[src/rtl/client_copy_engine.sv]
// Block-copy initiator on the data memory client port.
// Alternating read/write transfers of word, halfword or byte.
module client_copy_engine (
  input  logic        Clk,
  input  logic        Rst,
  input  logic        Start,
  input  logic        Abort,
  input  logic [31:0] SrcAddr,
  input  logic [31:0] DstAddr,
  input  logic [15:0] Len,
  input  logic [31:0] ClientMemRead,
  output logic [31:0] ClientMemAddr,
  output logic [31:0] ClientMemWrite,
  output logic [1:0]  CWDM,
  output logic [1:0]  CRDM,
  output logic        Busy,
  output logic        Done,
  output logic [15:0] Remaining
);

  typedef enum logic [1:0] {
    S_IDLE,
    S_RD,
    S_WR,
    S_DONE
  } state_t;

  state_t      state_q, state_d;
  logic [31:0] src_ptr_q, src_ptr_d;
  logic [31:0] dst_ptr_q, dst_ptr_d;
  logic [15:0] rem_q, rem_d;

  logic [1:0]  sz;
  logic [15:0] step;

  // Largest transfer that still fits in the bytes remaining.
  always_comb begin
    sz   = 2'd0;
    step = 16'd0;
    unique case (1'b1)
      (rem_q >= 16'd4): begin
        sz   = 2'd3;
        step = 16'd4;
      end
      (rem_q == 16'd2),
      (rem_q == 16'd3): begin
        sz   = 2'd2;
        step = 16'd2;
      end
      (rem_q == 16'd1): begin
        sz   = 2'd1;
        step = 16'd1;
      end
      default: begin
        sz   = 2'd0;
        step = 16'd0;
      end
    endcase
  end

  // State and pointer registers.
  always_ff @(posedge Clk or posedge Rst) begin
    if (Rst) begin
      state_q   <= S_IDLE;
      src_ptr_q <= 32'd0;
      dst_ptr_q <= 32'd0;
      rem_q     <= 16'd0;
    end else begin
      state_q   <= state_d;
      src_ptr_q <= src_ptr_d;
      dst_ptr_q <= dst_ptr_d;
      rem_q     <= rem_d;
    end
  end

  // Next state; a write in WR commits even when aborted.
  always_comb begin
    state_d   = state_q;
    src_ptr_d = src_ptr_q;
    dst_ptr_d = dst_ptr_q;
    rem_d     = rem_q;
    unique case (state_q)
      S_IDLE: begin
        if (Start) begin
          if (Len != 16'd0) begin
            src_ptr_d = SrcAddr;
            dst_ptr_d = DstAddr;
            rem_d     = Len;
            state_d   = S_RD;
          end else begin
            state_d = S_DONE;
          end
        end
      end
      S_RD: begin
        state_d = Abort ? S_IDLE : S_WR;
      end
      S_WR: begin
        src_ptr_d = src_ptr_q + {16'd0, step};
        dst_ptr_d = dst_ptr_q + {16'd0, step};
        rem_d     = rem_q - step;
        if (Abort)
          state_d = S_IDLE;
        else if (rem_d == 16'd0)
          state_d = S_DONE;
        else
          state_d = S_RD;
      end
      S_DONE: begin
        state_d = S_IDLE;
      end
      default: state_d = S_IDLE;
    endcase
  end

  // Outputs decoded from registered state; write data passes through.
  always_comb begin
    ClientMemAddr  = 32'd0;
    ClientMemWrite = 32'd0;
    CWDM           = 2'd0;
    CRDM           = 2'd0;
    Busy           = 1'b0;
    Done           = 1'b0;
    Remaining      = rem_q;
    unique case (state_q)
      S_RD: begin
        ClientMemAddr = src_ptr_q;
        CRDM          = sz;
        Busy          = 1'b1;
      end
      S_WR: begin
        ClientMemAddr  = dst_ptr_q;
        ClientMemWrite = ClientMemRead;
        CWDM           = sz;
        Busy           = 1'b1;
      end
      S_DONE: Done = 1'b1;
      default: ;
    endcase
  end

endmodule

[config.mk]
export PLATFORM = sky130hd
export DESIGN_NAME = client_copy_engine
export DESIGN_NICKNAME = d
export VERILOG_FILES = /design/src/rtl/client_copy_engine.sv
export SDC_FILE = /design/constraint.sdc
export NUM_CORES = 1
export LEC_CHECK = 0
export CAP_MARGIN = 20
export CELL_PAD_IN_SITES_DETAIL_PLACEMENT = 1
export CELL_PAD_IN_SITES_GLOBAL_PLACEMENT = 2
export CORE_ASPECT_RATIO = 0.8
export CORE_MARGIN = 2
export CORE_UTILIZATION = 26
export DETAILED_ROUTE_END_ITERATION = 10
export PLACE_DENSITY = 0.93
export SLEW_MARGIN = 10
export SYNTH_ARGS = -nofsm -noshare
export SYNTH_HDL_FRONTEND = slang
export SYNTH_SLANG_ARGS = --single-unit
[constraint.sdc]
create_clock -name Clk -period 5.15 [get_ports Clk]
set_input_delay 1.2875 -clock Clk [delete_from_list [all_inputs] [get_ports Clk]]
set_output_delay 1.2875 -clock Clk [all_outputs]
set_load 0.05 [all_outputs]
==> flow_summary.ini <==
[clocking]
tritoncts = done
ctsHoldBuffers = 0
root_buffer = clkbuf_16
ctsResizeCount = 0
cts_setup_buffers = 0
cts_sinks = 82
clk_pin_slew_ns = 0.07
clockBufferDepth = 2
cts_max_level = 3
numCtsBuffers = 9
clk_latency_ns = 0.36

[drt]
first_pass_iters = 5
drt-total-wl_um = 26200
vias = 7115
drt_iter0_drc = 530
drc = 0
post_drt_wl_per_cell_um = 20.2
drt-vias-per-instance = 5.48
ant_nets = 0

[logic_synthesis]
synth_edf_count = 0
ys_warn_count = 0
synth_top_cell_by_area = dfrtp_1
synth_most_common_cell = a21oi_1
yosysTopAreaCellShare_pct = 32.6
synth_commonest_cells = a21oi_1 (115), nand2_1 (90), dfrtp_1 (82), o21ai_0 (54), clkbuf_1 (46)
yosysUniqueCellTypes = 76
yosys-top-cells-area = dfrtp_1 (33%), a21oi_1 (9.2%), nand2_1 (5.4%)
synth.avg_cell_area_um2 = 7.77
syn_inst = 809
ys.flop_type = dfrtp_1
ys_seq_area_share_pct = 32.6
synth-seq-cells = 82
syn_area_um2 = 6290
syn_nets = 942
async_reset_ff_share_pct = 100

[floorplanning]
initial_core_util_pct = 26.7
rows = 50
core_um2 = 23600
die_h_um = 143
dieWidth_um = 178
dieArea_um2 = 25400
io_pins = 202

[timing]
layout_setup_ws_ns = 0.663
fmax_mhz = 223
period_needed_ns = 4.49
whs_ns = 0.531
hold_viol_final = 0
post-route-period-util_pct = 87.1
rsz0062_at_grt = false
slew_viol_final = 0
finalSetupViolations = 0
worst_pin_slew_ns = 0.982
finClkSkew_ns = 0.0109
setup_tns_ns = 0
max_slew_margin_pct = 34.6

[global_routing]
grt_usage_pct = 20.7
grt.overflow.total = 0
grt_pass1_vias = 7120
grt_pass1_wl_um = 40900
antenna_found_initial = 0
grt_start_max_net_pins = 54

[worst_setup_path]
worstPathMaxFanout = 8
critPathKind = reg2out
crit_path_top_delay_cell = clkdlybuf4s50_1
crit_chain = or3_1, nor4_1, and2b_1, nand4b_2, a21oi_1, nor2b_1, clkdlybuf4s50_1
start_kind = register
worstPathRequired_ns = 3.86
end_kind = output port
max_stage_delay_ns = 0.71
arrival_ns = 3.20

[finish]
n_antenna_cell = 0
drive_gt1_share_pct = 5.57
nNetsFinal = 1115
area_growth_pct = 43.1

[status]
status = completed

[placed_design]
dp_hpwl_um = 20000
port_buffers = 201
dp_slack_ns = 0.844
gp_congestion = 0.839

[power]
p_leak_nw = 3.30
ir_drop_v = 0.000303
power.density_nw_per_um2 = 680

[flow_run]
cap_violations = 0

[worst_hold_path]
worstHoldPathType = reg2reg
## metrics by stage
| stage | power (mW) | instances | util, % | cell area [um2] |
|---|---|---|---|---|
| final | 6.11 | 1299 | 38.1 | 9000 |
| after global routing | 6.51 | 1299 | 38.1 | 9000 |
| after CTS | 6.12 | 1299 | 38.1 | 9000 |
| after detailed placement | 5.31 | 1283 | 36.6 | 8640 |
| after global placement | 5.22 | 1283 | 36.6 | 8640 |
| after floorplan | 3.94 | 809 | - | 6290 |
## cells in the final DEF, fill, tap and decap left out, drive strengths merged, types with 11 or more instances in the layout
| cell | count |
|---|---|
| inv | 17 |
| nand4 | 16 |
| nand2 | 91 |
| nor3 | 18 |
| nor2 | 44 |
| and3 | 11 |
| ha | 14 |
| buf | 22 |
| a22oi | 26 |
| nand3 | 33 |
| dfrtp | 82 |
| and2 | 34 |
| a21oi | 115 |
| clkdlybuf4s50 | 201 |
| o21ai | 63 |
| o22ai | 24 |
| nor2b | 30 |
## worst max-delay path: cells and delay by family (launching register included)
family                 cells  cell delay, ns
AO/OA/AOI/OAI              1            0.32
buffers and inverters      1            0.71
flip-flops                 1            0.47
AND/OR/NAND/NOR            5            1.35
## kinds of logic (layout without fill, tap and decap cells)
logic type | count (synthesis) | in the layout | share of synthesized area, %
fa+ha+maj | 17 | 17 | 3.74
simple gates | 306 | 306 | 25.6
buf+inv | 79 | 257 | 5.17
flops | 82 | 82 | 32.6
compound gates | 314 | 314 | 31.2
xor+xnor | 4 | 4 | 0.557
mux | 7 | 7 | 1.11
## registers in the layout (all words and copies together) (netlist names)
name       flops
Remaining     16
dst_ptr_q     32
src_ptr_q     32
state_q        2
## report_power, final
| group | internal, mW | total, mW | switching [mW] |
|---|---|---|---|
| registers | 0.968 | 1.49 | 0.519 |
| clock network | 0.489 | 0.791 | 0.303 |
| logic | 1.37 | 3.84 | 2.46 |
## final cells by class
cell class	instances	area [um2]
Sequential cell	82	2050
Clock buffer	10	239
Fill cell	2821	14600
Inverter	18	68.8
Tap cell	312	390
Clock inverter	6	114
Timing Repair Buffer	223	2200
Multi-Input combinational cell	648	3930
## metal layers
metal  wire length (um)  up-vias  global-route usage, %
met2              11700      207                   31.8
met3               1430       21                   3.17
met4                260        0                   4.01
met1              12800     3539                   30.6
met5                  0        -                      0
li1                   -     3348                      -
## worst paths after layout
kind	from	endpoint	slack, ns	cells past startpoint
setup / recovery	Remaining[8]$_DFFE_PP0P_	CRDM[0]	0.66	7
min in group asynchronous	Rst	dst_ptr_q[29]$_DFFE_PP0P_	1.25	2
hold reg to reg	dst_ptr_q[2]$_DFFE_PP0P_	dst_ptr_q[2]$_DFFE_PP0P_	0.53	2
setup reg to reg	Remaining[8]$_DFFE_PP0P_	dst_ptr_q[14]$_DFFE_PP0P_	0.72	14
max in group asynchronous	Rst	Remaining[10]$_DFFE_PP0P_	3.09	3
hold / removal	dst_ptr_q[2]$_DFFE_PP0P_	dst_ptr_q[2]$_DFFE_PP0P_	0.53	2
No activity file was read; power rests on OpenSTA's default activity.
